**src/rtl/knn_query_sched_if.sv**
```systemverilog
// Host-side query request / typed response bus of the KNN query scheduler.
// The scheduler drives the slave modport; the query host uses master.
interface knn_query_sched_if #(
   parameter int N_REQ  = 4,
   parameter int TYPE_W = 2
);
   localparam int ID_W = $clog2(N_REQ);

   logic [N_REQ-1:0]  req_valid;
   logic [N_REQ-1:0]  req_ready;
   logic              rsp_valid;
   logic              rsp_ready;
   logic [ID_W-1:0]   rsp_id;
   logic [TYPE_W-1:0] rsp_type;
   logic              rsp_err;

   modport master (
      output req_valid, rsp_ready,
      input  req_ready, rsp_valid, rsp_id, rsp_type, rsp_err
   );

   modport slave (
      input  req_valid, rsp_ready,
      output req_ready, rsp_valid, rsp_id, rsp_type, rsp_err
   );
endinterface

```
**src/rtl/knn_query_sched.sv**
```systemverilog
// Round-robin scheduler sharing one distance/sort/vote KNN datapath among N_REQ requesters.
// Define KNN_QUERY_SCHED_TIMEOUT_EN to add a watchdog that answers stalled queries with rsp_err.
module knn_query_sched #(
   parameter int N_REQ   = 4,
   parameter int TYPE_W  = 2,
   parameter int TMO_CYC = 1024
) (
   input  logic              clk,
   input  logic              rst,
   knn_query_sched_if.slave  host_if,
   output logic              dist_start_o,
   input  logic              sort_done_i,
   output logic              valid_sort_o,
   input  logic              inference_done_i,
   input  logic [TYPE_W-1:0] inferred_type_i,
   output logic              busy_o,
   output logic [15:0]       query_cnt_o
);
   localparam int ID_W = $clog2(N_REQ);

   typedef enum logic [2:0] {
      S_IDLE,
      S_START,
      S_WAIT_SORT,
      S_VOTE,
      S_WAIT_INFER,
      S_RESP
   } state_e;

   state_e            state_q;
   logic [ID_W-1:0]   last_grant_q;
   logic [ID_W-1:0]   cur_id_q;
   logic [ID_W-1:0]   rsp_id_q;
   logic [TYPE_W-1:0] rsp_type_q;
   logic              dist_start_q;
   logic              valid_sort_q;
   logic              rsp_valid_q;
   logic [15:0]       query_cnt_q;
   logic [15:0]       query_cnt_d;

   logic [N_REQ-1:0]  grant_d;
   logic [ID_W-1:0]   grant_idx_d;
   logic              grant_any_d;
   logic [ID_W-1:0]   scan_idx;

`ifdef KNN_QUERY_SCHED_TIMEOUT_EN
   localparam int WD_W = $clog2(TMO_CYC + 1);
   localparam logic [WD_W-1:0] WD_LAST = WD_W'(TMO_CYC - 1);
   logic [WD_W-1:0]   wd_q;
   logic              rsp_err_q;
`endif

   // Search starts just past the previous winner so every pending requester gets a turn.
   always_comb begin
      grant_d     = '0;
      grant_idx_d = '0;
      grant_any_d = 1'b0;
      scan_idx    = '0;
      if (state_q == S_IDLE) begin
         for (int i = 1; i <= N_REQ; i++) begin
            scan_idx = ID_W'((int'(last_grant_q) + i) % N_REQ);
            if (!grant_any_d && host_if.req_valid[scan_idx]) begin
               grant_any_d       = 1'b1;
               grant_idx_d       = scan_idx;
               grant_d[scan_idx] = 1'b1;
            end
         end
      end
   end

   assign query_cnt_d = query_cnt_q + 16'd1;

   // Sequence one query through the shared pipeline, then hold the result until taken.
   always_ff @(posedge clk) begin
      if (rst) begin
         state_q      <= S_IDLE;
         last_grant_q <= ID_W'(N_REQ - 1);
         cur_id_q     <= '0;
         rsp_id_q     <= '0;
         rsp_type_q   <= '0;
         dist_start_q <= 1'b0;
         valid_sort_q <= 1'b0;
         rsp_valid_q  <= 1'b0;
         query_cnt_q  <= '0;
`ifdef KNN_QUERY_SCHED_TIMEOUT_EN
         wd_q         <= '0;
         rsp_err_q    <= 1'b0;
`endif
      end else begin
         dist_start_q <= 1'b0;
         valid_sort_q <= 1'b0;
         case (state_q)
            S_IDLE: begin
               if (grant_any_d) begin
                  cur_id_q     <= grant_idx_d;
                  last_grant_q <= grant_idx_d;
                  dist_start_q <= 1'b1;
                  state_q      <= S_START;
               end
            end
            S_START: begin
               state_q <= S_WAIT_SORT;
`ifdef KNN_QUERY_SCHED_TIMEOUT_EN
               wd_q    <= '0;
`endif
            end
            S_WAIT_SORT: begin
               if (sort_done_i) begin
                  valid_sort_q <= 1'b1;
                  state_q      <= S_VOTE;
               end
`ifdef KNN_QUERY_SCHED_TIMEOUT_EN
               else if (wd_q == WD_LAST) begin
                  rsp_valid_q <= 1'b1;
                  rsp_type_q  <= '0;
                  rsp_id_q    <= cur_id_q;
                  rsp_err_q   <= 1'b1;
                  state_q     <= S_RESP;
               end else begin
                  wd_q <= wd_q + WD_W'(1);
               end
`endif
            end
            S_VOTE: begin
               state_q <= S_WAIT_INFER;
`ifdef KNN_QUERY_SCHED_TIMEOUT_EN
               wd_q    <= '0;
`endif
            end
            S_WAIT_INFER: begin
               if (inference_done_i) begin
                  rsp_valid_q <= 1'b1;
                  rsp_type_q  <= inferred_type_i;
                  rsp_id_q    <= cur_id_q;
`ifdef KNN_QUERY_SCHED_TIMEOUT_EN
                  rsp_err_q   <= 1'b0;
`endif
                  state_q     <= S_RESP;
               end
`ifdef KNN_QUERY_SCHED_TIMEOUT_EN
               else if (wd_q == WD_LAST) begin
                  rsp_valid_q <= 1'b1;
                  rsp_type_q  <= '0;
                  rsp_id_q    <= cur_id_q;
                  rsp_err_q   <= 1'b1;
                  state_q     <= S_RESP;
               end else begin
                  wd_q <= wd_q + WD_W'(1);
               end
`endif
            end
            S_RESP: begin
               if (host_if.rsp_ready) begin
                  rsp_valid_q <= 1'b0;
                  query_cnt_q <= query_cnt_d;
                  state_q     <= S_IDLE;
               end
            end
            default: state_q <= S_IDLE;
         endcase
      end
   end

   assign host_if.req_ready = grant_d;
   assign host_if.rsp_valid = rsp_valid_q;
   assign host_if.rsp_id    = rsp_id_q;
   assign host_if.rsp_type  = rsp_type_q;
`ifdef KNN_QUERY_SCHED_TIMEOUT_EN
   assign host_if.rsp_err   = rsp_err_q;
`else
   assign host_if.rsp_err   = 1'b0;
`endif
   assign dist_start_o = dist_start_q;
   assign valid_sort_o = valid_sort_q;
   assign busy_o       = (state_q != S_IDLE);
   assign query_cnt_o  = query_cnt_q;
endmodule

```
**src/flat_wrapper.sv**
```systemverilog
// flat-port wrapper written by rule: the top's interface ports become plain ports
module knn_query_sched_flat 
#(
   parameter int N_REQ   = 4,
   parameter int TYPE_W  = 2,
   parameter int TMO_CYC = 1024
)
  (clk, rst, dist_start_o, sort_done_i, valid_sort_o, inference_done_i, inferred_type_i, busy_o, query_cnt_o, host_if_req_valid, host_if_rsp_ready, host_if_req_ready, host_if_rsp_valid, host_if_rsp_id, host_if_rsp_type, host_if_rsp_err);
  knn_query_sched_if #(.N_REQ(N_REQ), .TYPE_W(TYPE_W)) host_if_i ();
  input  logic clk;
  input  logic rst;
  output logic dist_start_o;
  input  logic sort_done_i;
  output logic valid_sort_o;
  input  logic inference_done_i;
  input  logic [TYPE_W-1:0] inferred_type_i;
  output logic busy_o;
  output logic [15:0] query_cnt_o;
  input wire logic [$bits(host_if_i.req_valid)-1:0] host_if_req_valid;
  input wire logic [$bits(host_if_i.rsp_ready)-1:0] host_if_rsp_ready;
  output wire logic [$bits(host_if_i.req_ready)-1:0] host_if_req_ready;
  output wire logic [$bits(host_if_i.rsp_valid)-1:0] host_if_rsp_valid;
  output wire logic [$bits(host_if_i.rsp_id)-1:0] host_if_rsp_id;
  output wire logic [$bits(host_if_i.rsp_type)-1:0] host_if_rsp_type;
  output wire logic [$bits(host_if_i.rsp_err)-1:0] host_if_rsp_err;
  assign host_if_i.req_valid = host_if_req_valid;
  assign host_if_i.rsp_ready = host_if_rsp_ready;
  assign host_if_req_ready = host_if_i.req_ready;
  assign host_if_rsp_valid = host_if_i.rsp_valid;
  assign host_if_rsp_id = host_if_i.rsp_id;
  assign host_if_rsp_type = host_if_i.rsp_type;
  assign host_if_rsp_err = host_if_i.rsp_err;
  knn_query_sched #(.N_REQ(N_REQ), .TYPE_W(TYPE_W), .TMO_CYC(TMO_CYC)) u_core (.clk(clk), .rst(rst), .host_if(host_if_i), .dist_start_o(dist_start_o), .sort_done_i(sort_done_i), .valid_sort_o(valid_sort_o), .inference_done_i(inference_done_i), .inferred_type_i(inferred_type_i), .busy_o(busy_o), .query_cnt_o(query_cnt_o));
endmodule
```
**config.mk**
```make
export PLATFORM = sky130hd
export DESIGN_NAME = knn_query_sched_flat
export DESIGN_NICKNAME = d
export VERILOG_FILES = /design/src/rtl/knn_query_sched_if.sv /design/src/rtl/knn_query_sched.sv /design/src/flat_wrapper.sv
export SDC_FILE = /design/constraint.sdc
export NUM_CORES = 1
export LEC_CHECK = 0
export BUFFER_PORTS_ARGS = -buffer_cell sky130_fd_sc_hd__buf_2
export CORE_MARGIN = 8
export CORE_UTILIZATION = 57
export CTS_CLUSTER_SIZE = 28
export DETAILED_ROUTE_END_ITERATION = 10
export PLACE_DENSITY = 0.95
export SKIP_CTS_REPAIR_TIMING = 1
export SLEW_MARGIN = 20
export SYNTH_ARGS = -nofsm -noshare
export SYNTH_HDL_FRONTEND = slang
export SYNTH_SLANG_ARGS = --single-unit
export TNS_END_PERCENT = 100
```
**constraint.sdc**
```tcl
create_clock -name clk -period 6.92 [get_ports clk]
set_input_delay 0.346 -clock clk [delete_from_list [all_inputs] [get_ports clk]]
set_output_delay 0.346 -clock clk [all_outputs]
set_load 0.05 [all_outputs]
```
Word level (Yosys, flattened, before mapping)
Index checks and enable logic that the tools add are counted.

Bits of input ports: 11. Bits in registers: 30.

Reductions and logical operators: 20. Order comparisons: 8. Multiplexer cells: 46. $add $sub $neg: 5. Bitwise gates (word level): 5. Equal/unequal tests: 9.

Operator list (count): 2-to-1 mux 4 bit (8); 2-to-1 mux 1 bit (20); one-hot mux 3 bit (6 select lines) (1); adder 16 x 1 -> 16 bit, second input constant (1); less-than comparator 2 x 3 -> 1 bit, second input constant (4); 2-to-1 mux 3 bit (4); OR 4 bit (3); binary-select mux 1 bit (select 2 bit) (4); demux 1 bit (select 2 bit) (4); >= comparator 2 x 1 -> 1 bit, second input constant (4); 2-to-1 mux 2 bit (4); logical AND 1 bit (7); equality test 3 x 2 -> 1 bit, second input constant (2); equality test 3 bit, second input constant (2); inequality test 2 bit, second input constant (3); AND reduction 2 bit (3); adder 2 x 1 -> 2 bit, second input constant (2); adder 2 bit, second input constant (2); AND reduction 4 bit (1); OR reduction 2 bit (2); equality test 3 x 1 -> 1 bit, second input constant (1); zero test 1 bit (3); zero test 3 bit (1); AND reduction 3 bit (1); other kinds (5) (6).

Longest topological paths before layout
Gate-level depths: netlist of the first run.

Depth in word-level cells: 19. Mapped depth: 9. Mapped depth without buffers: 7.

Worst setup path before layout of the first run
No wires, ideal clock.

Kind: reg2out. Start: reg u_core.last_grant_q[0]. End: out host_if_req_ready[0]. Arrival: 2576 ps. Path slack: 3998 ps. Stages on the path, launching flop included: 10. Path buffers: 2. Data required time: 6574 ps. Path through: dfxtp_1 buf_6 inv_1 ha_1 clkbuf_1 mux4_2 nor4b_2 a22oi_1 o21ai_0 and2_1.

Word-level cells in the longest chain between the ends: 17. Elaborated cells between the ends (all ways): 55. Classes of those cells: add/sub: 4; order compare: 8; mux: 30; bitwise: 3; reduce/logical: 10.

Ends and longest elaborated chain: start, declared (line knn_query_sched.sv:31) `logic [ID_W-1:0] last_grant_q;`; start signal, assigned (line knn_query_sched.sv:77) `last_grant_q <= ID_W'(N_REQ - 1);`; start signal, assigned (line knn_query_sched.sv:96) `last_grant_q <= grant_idx_d;`; parallel branches: the longest is 15 deep, another holds less-than comparator 2 x 3 -> 1 bit; 2-to-1 mux 4 bit (*) (line knn_query_sched.sv:62) `if (!grant_any_d && host_if.req_valid[scan_idx]) begin`; 2-to-1 mux 4 bit (*) (line knn_query_sched.sv:59) `if (state_q == S_IDLE) begin`; end, declared (line flat_wrapper.sv:21) `output wire logic [$bits(host_if_i.req_ready)-1:0] host_if_req_ready;`.

Every way passes the cells marked *. The select of a mux whose other input is x is not followed.

Final worst setup path of the first run
Start: reg u_core.last_grant_q[0]. End: out host_if_req_ready[3].

The elaborated chain is that of the path after synthesis.

==> results.cfg, run 1 <==
[critical_path]
cp.required_ns = 6.57
critPathKind = register to output pin
critPathCaptureType = output pin
cp_data_arrival_time_ns = 3.28
start_kind = register
cp_max_fo = 14

[timing]
fmax_ghz = 0.2759
finalHoldViolations = 0
tightest_slew_ns = 0.8456
max-slew-margin-rel_pct = 43.19
setup_tns_ns = 0
clock-skew-final_ns = 0.008438
finalCriticalPeriod_ns = 3.624
min_period_over_period_pct = 52.37
finalMaxSlewViolations = 0
rsz0062_at_grt = no
setup_viol = 0

[place]
portBuffers = 38
dp_hpwl_mm = 2.678
gp_congestion = 0.9009

[clock_tree]
clk_latency_ns = 0.31
cts_buffer_depth = 2
cts_buffers = 5
cts_root_buf = clkbuf_4
clkSinkCount = 30
htreeDepth = 2
clk_pin_slew_worst_paths_ns = 0.09
cts_tree = yes

[global_route]
antenna_found_initial = 0
gr-usage-met1_pct = 16.97
grt_pass1_wl_mm = 6.092
use_met3_pct = 5.367
grt_usage_pct = 14.36
top_usage_layer = met2
first_global_vias = 1358
grtUsageMet2_pct = 23.24
overflow = 0
grt_max_degree = 32

[power_and_ir_drop]
comb_power_share_pct = 48.0
swShare_pct = 43.97
total_power_mw = 0.6221
vdd_drop_max_mv = 0.2561
p_sw_mw = 0.2735
internal_power_mw = 0.3485
p_leak_nw = 0.8436
clkPwrFrac_pct = 17.0
p_seq_share_pct = 35.0
powerDensity_nw_per_um2 = 324.5

[logic_synthesis]
ys_seq_area_share_pct = 35.53
synth_area_per_cell_sq_um = 9.088
ys_warn_count = 0
synthCells = 186
syn_nets = 206
yosysUniqueCellTypes = 42
synth_area_sq_um = 1690
ys_seq_elements = 30

[finish]
layout_common_cells = buf_2 (38), dfxtp_1 (30), nor2_1 (27)
nNetsFinal = 238
area_growth_pct = 13.40
layout-drive-gt1-share_pct = 24.66
n_antenna_cell = 0
final_common_cell = buf_2
fill_cells = 233

[floorplan]
floorplan.rows = 19
dieArea_sq_um = 4964
die_w_microns = 70.46
ios = 40
die_y_microns = 70.46
coreArea_sq_um = 2781
start_util_pct = 60.77

[drt]
drt-initial-drc-count = 124
drtAntennaViolNets = 0
wire_per_inst_microns = 13.98
dr.pass1.iters = 4
via_count = 1429
viasPerCell = 5.716
drc = 0
routed_wl_mm = 3.495

[outcome]
status = finished clean

[job]
cap_viol_max_count = 0

[hold_path]
hp-class = input pin to register
cell families (layout without fill, tap and decap cells):
kind of cell	after synthesis	count (layout)	synth area share (%)
flip-flops	30	30	35.53
adder cells (fa/ha/maj)	9	9	6.662
other	1	1	0.2218
buffers and inverters	20	53	5.256
AND/OR/NAND/NOR	65	65	21.09
XOR/XNOR	15	15	7.772
AO/OA/AOI/OAI	35	35	13.99
multiplexers	11	11	9.475
synthesized netlist by cell type (all sizes together):
master / number / area (sq um)
nor4b: 1 / 15.01
mux4: 4 / 90.09
nor4: 1 / 12.51
a21o: 1 / 7.510
inv: 7 / 26.28
and4: 4 / 35.03
xor2: 11 / 96.34
nand4: 4 / 25.02
nand3b: 2 / 15.01
dfxtp: 30 / 600.6
mux2i: 7 / 70.07
o211ai: 1 / 7.510
and2: 4 / 25.02
or3: 2 / 12.51
clkbuf: 9 / 33.78
o41ai: 1 / 8.760
a31oi: 1 / 6.260
or4: 1 / 11.26
ha: 9 / 112.6
a211o: 1 / 8.760
o31ai: 1 / 7.510
buf: 4 / 28.78
nor2b: 1 / 6.260
o21ai: 10 / 50.05
conb: 1 / 3.750
o32a: 1 / 10.01
a22oi: 8 / 60.06
a211oi: 1 / 7.510
nand3: 4 / 20.02
nor2: 27 / 101.4
a21oi: 6 / 30.03
and3: 2 / 12.51
nor3: 3 / 15.01
nand2: 7 / 33.78
nand2b: 1 / 6.260
and4b: 1 / 10.01
a221oi: 3 / 32.53
xnor2: 4 / 35.03
per-stage QoR:
| step | hold WS [ns] | area (sq um) | setup slack, ns | instances | util, % |
|---|---|---|---|---|---|
| 6_report | 0.2703 | 1917 | 3.296 | 250 | 68.92 |
| 4_1_cts | 0.2647 | 1917 | 3.260 | 250 | 68.92 |
| 3_3_place_gp | 0.4515 | 1857 | 3.764 | 242 | 66.76 |
| 2_1_floorplan | 0.4423 | 1690 | 3.998 | 186 | - |
| 5_1_grt | 0.2680 | 1917 | 3.006 | 250 | 68.92 |
| 3_5_place_dp | 0.4567 | 1857 | 3.622 | 242 | 66.76 |
power by group through the flow:
stage	clock network, mW	registers, mW	logic [mW]
global route	0.116	0.222	0.327
detailed placement	0	0.222	0.298
floorplan	0	0.217	0.252
global placement	0	0.220	0.293
finish	0.106	0.218	0.299
CTS	0.108	0.218	0.299
sequential cells by signal, indices dropped and copies added (netlist names):
signal	count
u_core.valid_sort_o	1
u_core.query_cnt_o	16
u_core.host_if.rsp_id	2
u_core.host_if.rsp_valid	1
u_core.dist_start_o	1
u_core.cur_id_q	2
u_core.host_if.rsp_type	2
u_core.last_grant_q	2
u_core.state_q	3
layer usage:
layer | wire length (microns) | vias up
li1 | - | 724
met3 | 246 | 2
met5 | 0 | -
met1 | 1567 | 665
met4 | 38 | 0
met2 | 1643 | 38
path summary, 6_finish.rpt:
check / startpoint / end / slack (ns) / depth (start not counted)
setup / recovery: u_core.last_grant_q[0] / host_if_req_ready[3] / 3.30 / 8
hold / removal: inferred_type_i[0] / u_core.host_if.rsp_type[0] / 0.27 / 3
setup reg to reg: u_core.last_grant_q[0] / u_core.cur_id_q[0] / 3.97 / 7
hold reg to reg: u_core.cur_id_q[0] / u_core.cur_id_q[0] / 0.47 / 2
critical path, stage by stage, from the launching register on:
cell     delay, ns
dfxtp_1       0.65
inv_1         0.27
ha_1          0.50
mux4_2        0.48
nor4b_2       0.44
a22oi_1       0.12
o21ai_0       0.11
and2_1        0.14
buf_2         0.26
cell type report:
cell class	count	area, sq um	share of cell area [%]
multi-input combinational	136	1001	52.22
sequential	30	600.6	31.33
inverter	7	26.28	1.371
clock inverter	1	5.005	0.2611
tap	31	38.79	2.023
timing repair buffer	38	190.2	9.922
clock buffer	7	55.05	2.872
Note: power is estimated with default switching activity, not from simulation.
==> run 2, diff against run 1 <==
Settings changed: ABC_AREA set to 1, CORE_UTILIZATION 57 to 54, PLACE_DENSITY 0.95 to 0.9.
Clock period 6.92 ns to 3.52 ns, I/O delays scaled along.
==> results.cfg, run 2 <==
[floorplan]
die_w_microns = 75.52
die_y_microns = 75.52
ios = 40
dieArea_sq_um = 5703
start_util_pct = 56.88
coreArea_sq_um = 3363
floorplan.rows = 21

[logic_synthesis]
synthTopCellsByCount = nand2_1 (60), inv_1 (40), dfxtp_1 (30)
ys_seq_elements = 30
ys_warn_count = 0
netlist_top_cells_area = dfxtp_1 (31%), nand2_1 (12%), inv_1 (7.8%)
synth_area_sq_um = 1913
synth_top_cell_area_share_pct = 31.39
syn_nets = 299
synth_top_cell_by_area = dfxtp_1
synth_async_sr_flop_share_pct = 0
ys_seq_area_share_pct = 31.39
yosysUniqueCellTypes = 35
ys.flop_type = dfxtp_1
synth_edf_count = 0
synthCells = 279
yosysMostFrequentCell = nand2_1
synth_area_per_cell_sq_um = 6.857

[finish]
final_common_cell = nand2_1
largest_register_ffs = 16
area_growth_pct = 14.45
final_core_util_pct = 65.10
nNetsFinal = 336
final_cell_area_sq_um = 2190
n_antenna_cell = 0
layout_common_cells = nand2_1 (60), inv_1 (40), buf_2 (38)
layout-drive-gt1-share_pct = 19.62

[drt]
drc = 0
drt-initial-drc-count = 131
drtAntennaViolNets = 0
wire_per_inst_microns = 11.89
via_count = 1878
dr.pass1.iters = 4
viasPerCell = 5.188
routed_wl_mm = 4.303

[timing]
timing.final.ws_setup_ns = 0.6469
min_period_over_period_pct = 81.62
rsz0062_at_grt = no
finalHoldViolations = 0
setup_tns_ns = 0
finalMaxSlewViolations = 0
tightest_slew_ns = 0.5169
fmax_ghz = 0.3481
clock-skew-final_ns = 0.01165
finalCriticalPeriod_ns = 2.873
max-slew-margin-rel_pct = 65.49
setup_viol = 0

[hold_path]
whs_path_depth = 3
hp-class = input pin to register

[global_route]
gr-usage-met1_pct = 20.49
grtUsageMet2_pct = 25.89
first_global_vias = 1667
use_met3_pct = 4.474
overflow = 0
grt_max_degree = 18
top_usage_layer = met2
grt_usage_pct = 16.14
antenna_found_initial = 0
grt_pass1_wl_mm = 7.327

[critical_path]
cp.required_ns = 3.34
critPathCaptureType = output pin
rr_worst_depth = 11
cp_max_fo = 12
start_kind = register
critPathKind = register to output pin
cp_data_arrival_time_ns = 2.70

[clock_tree]
clk_latency_ns = 0.32
clk_pin_slew_worst_paths_ns = 0.10
clkSinkCount = 30
htreeDepth = 2
cts_tree = yes
cts_buffer_depth = 2
cts_buffers = 5
cts_root_buf = clkbuf_4

[outcome]
status = finished clean

[power_and_ir_drop]
p_sw_mw = 0.7564
vdd_drop_max_mv = 0.4242
p_leak_nw = 1.027
p_seq_share_pct = 28.1
comb_power_share_pct = 53.5
total_power_mw = 1.536
clkPwrFrac_pct = 18.3
swShare_pct = 49.24
internal_power_mw = 0.7797
powerDensity_nw_per_um2 = 701.6

[place]
portBuffers = 38
place_area_sq_um = 2108
gp_congestion = 0.9800
place_ws_ns = 1.019
dp_hpwl_mm = 3.375

[job]
cap_viol_max_count = 0
==> run 2: cells by family after synthesis <==
| logic type | count (synthesis) | share of synthesized area [%] |
|---|---|---|
| buf+inv | 51 | 11.51 |
| compound gates | 47 | 13.80 |
| xor+xnor | 3 | 1.374 |
| other cells | 1 | 0.1960 |
| fa+ha+maj | 9 | 5.886 |
| flops | 30 | 31.39 |
| simple gates | 138 | 35.84 |
==> run 2: power groups by stage <==
stage | logic, mW | clock network (mW) | registers, mW
final | 0.823 | 0.281 | 0.432
after global placement | 0.801 | 0 | 0.438
after floorplan | 0.680 | 0 | 0.452
after global routing | 0.908 | 0.300 | 0.441
after detailed placement | 0.817 | 0 | 0.440
after CTS | 0.819 | 0.283 | 0.433
==> run 2: per-layer routing <==
layer  vias up  part of all wire [%]
li1        981                     -
met1       839                    45
met2        53                    46
met3         5                   7.8
met4         0                   1.0
met5         -                     0
==> run 2: final timing paths <==
check | to | from | slack (ns)
setup reg to reg | u_core.last_grant_q[1] | u_core.last_grant_q[0] | 1.16
hold reg to reg | u_core.host_if.rsp_type[1] | u_core.host_if.rsp_type[1] | 0.44
hold / removal | u_core.valid_sort_o | sort_done_i | 0.07
setup / recovery | host_if_req_ready[0] | u_core.last_grant_q[0] | 0.65
==> run 2: layout make-up <==
type	count	area (sq um)
clock buffers	6	51.30
clock inverters	1	30.03
fillers	324	1174
inverters	43	167.7
multi-input cells	198	1092
flip-flops and latches	30	600.6
well taps	46	57.56
repair buffers	38	190.2
==> run 2: metrics by stage <==
step | hold WS [ns] | instances
3_5_place_dp | 0.4156 | 355
2_1_floorplan | 0.2966 | 279
5_1_grt | 0.07190 | 362
6_report | 0.07207 | 362
4_1_cts | 0.07172 | 362
3_3_place_gp | 0.4095 | 355
==> run 2: critical path, stage by stage (launching register included) <==
cell	delay (ns)
dfxtp_1	0.66
inv_6	0.11
ha_1	0.37
inv_1	0.21
nand3_1	0.16
o21ai_4	0.15
inv_1	0.14
nand3_1	0.11
nand2_1	0.05
o21ai_0	0.15
inv_1	0.05
buf_2	0.21
==> run 3, diff against run 2 <==
Settings changed: CORE_UTILIZATION 54 to 49, PLACE_DENSITY 0.9 to 0.87.
Clock period 3.52 ns to 2.5 ns, I/O delays scaled along.
==> results.cfg, run 3 (synthesized netlist as in run 2, its figures left out) <==
[global_route]
overflow = 0
antenna_found_initial = 0
first_global_vias = 1725
grt_max_degree = 18
grt_usage_pct = 14.89
grt_pass1_wl_mm = 7.693

[timing]
min_period_over_period_pct = 95.22
fmax_ghz = 0.4201
rsz0062_at_grt = no
setup_viol = 0
finalMaxSlewViolations = 0
whs_ns = 0.07920
finalHoldViolations = 0
clock-skew-final_ns = 0.005805
timing.final.ws_setup_ns = 0.1196
finalCriticalPeriod_ns = 2.380
max-slew-margin-rel_pct = 61.06
tightest_slew_ns = 0.5819

[drt]
drt-initial-drc-count = 209
drc = 0
wire_per_inst_microns = 12.39
routed_wl_mm = 4.560
dr.pass1.iters = 6
via_count = 1933
viasPerCell = 5.253
drtAntennaViolNets = 0

[finish]
final_common_cell = nand2_1
n_antenna_cell = 0
nNetsFinal = 339
largest_register_ffs = 16
fill_cells = 348
layout_common_cells = nand2_1 (60), inv_1 (39), buf_2 (38)
layout-drive-gt1-share_pct = 21.88
area_growth_pct = 17.59

[critical_path]
start_kind = register
cp_num_buf_inv = 5
critPathKind = register to output pin
cp.required_ns = 2.38
rr_worst_depth = 11
crit_chain = inv_6 > ha_1 > inv_2 > nand3_1 > o21ai_4 > inv_1 > nand3_1 > nand2_1 > o21ai_0 > inv_1 > buf_2
critPathTopFamily = buffers and inverters
r2r_start = u_core.last_grant_q[1]
cp_max_fo = 10
cp_data_arrival_time_ns = 2.26
worst-path-stages = 11
startpoint = u_core.last_grant_q[0]
crit_path_top_delay_cell = dfxtp_2
critPathCaptureType = output pin
cp_slowest_stage_delay_ns = 0.38

[job]
cap_viol_max_count = 0

[clock_tree]
clk_latency_ns = 0.28
clk_pin_slew_worst_paths_ns = 0.06
cts_tree = yes
cts_root_buf = clkbuf_8
clkSinkCount = 30
htreeDepth = 2
cts_buffers = 5
cts_buffer_depth = 2

[place]
portBuffers = 38
gp_congestion = 0.9153
place_ws_ns = 0.2195
dp_hpwl_mm = 3.396

[outcome]
status = finished clean

[floorplan]
die_w_microns = 78.49
floorplan.rows = 22
die_y_microns = 78.49
start_util_pct = 51.48
coreArea_sq_um = 3716
dieArea_sq_um = 6160
ios = 40

[hold_path]
hp-class = input pin to register
whs_path_depth = 3
min_from = sort_done_i

[power_and_ir_drop]
vdd_drop_max_mv = 0.5939
p_leak_nw = 1.051
powerDensity_nw_per_um2 = 1020
[run 3: worst paths after layout]
path / to / slack (ns)
min reg2reg: u_core.host_if.rsp_type[0] / 0.44
max reg2reg: u_core.last_grant_q[1] / 0.46
min: u_core.valid_sort_o / 0.08
max: host_if_req_ready[0] / 0.12
[run 3: worst min-delay path: stages]
cell,delay [ns]
buf_2,0.10
nand2_1,0.06
nor2_1,0.03
[run 3: power breakdown]
group	leakage, nW	internal [mW]	switching, mW
sequential	0.243	0.542	0.0562
combinational	0.750	0.354	0.891
clock	0.0575	0.277	0.173
total	1.05	1.17	1.12
[run 3: area by class of cell]
cell class                 instances  area, sq um  share of cell area [%]
multi-input combinational        199         1101                   48.94
sequential                        30        605.6                   26.92
timing repair buffer              40        205.2                   9.121
inverter                          43        167.7                   7.453
clock buffer                       8        110.1                   4.894
tap                               48        60.06                   2.670
[run 3: per-stage QoR]
step	std cells	cell area [sq um]	utilization (%)	TNS, ns	total power, mW
final	368	2250	60.54	0	2.294
after global routing	368	2250	60.54	0	2.447
after CTS	367	2236	60.17	-0.2200	2.249
after detailed placement	359	2126	57.21	0	1.799
after global placement	359	2126	57.21	0	1.771
after floorplan	279	1913	-	0	1.595
[run 3: layer usage]
layer,global-route usage [%],wire length (microns),part of all wire (%),vias up
li1,-,-,-,993
met3,3.872,318,7.0,7
met1,18.06,2051,45,869
met2,24.19,2110,46,64
met4,6.481,80,1.8,0
met5,0,0,0,-
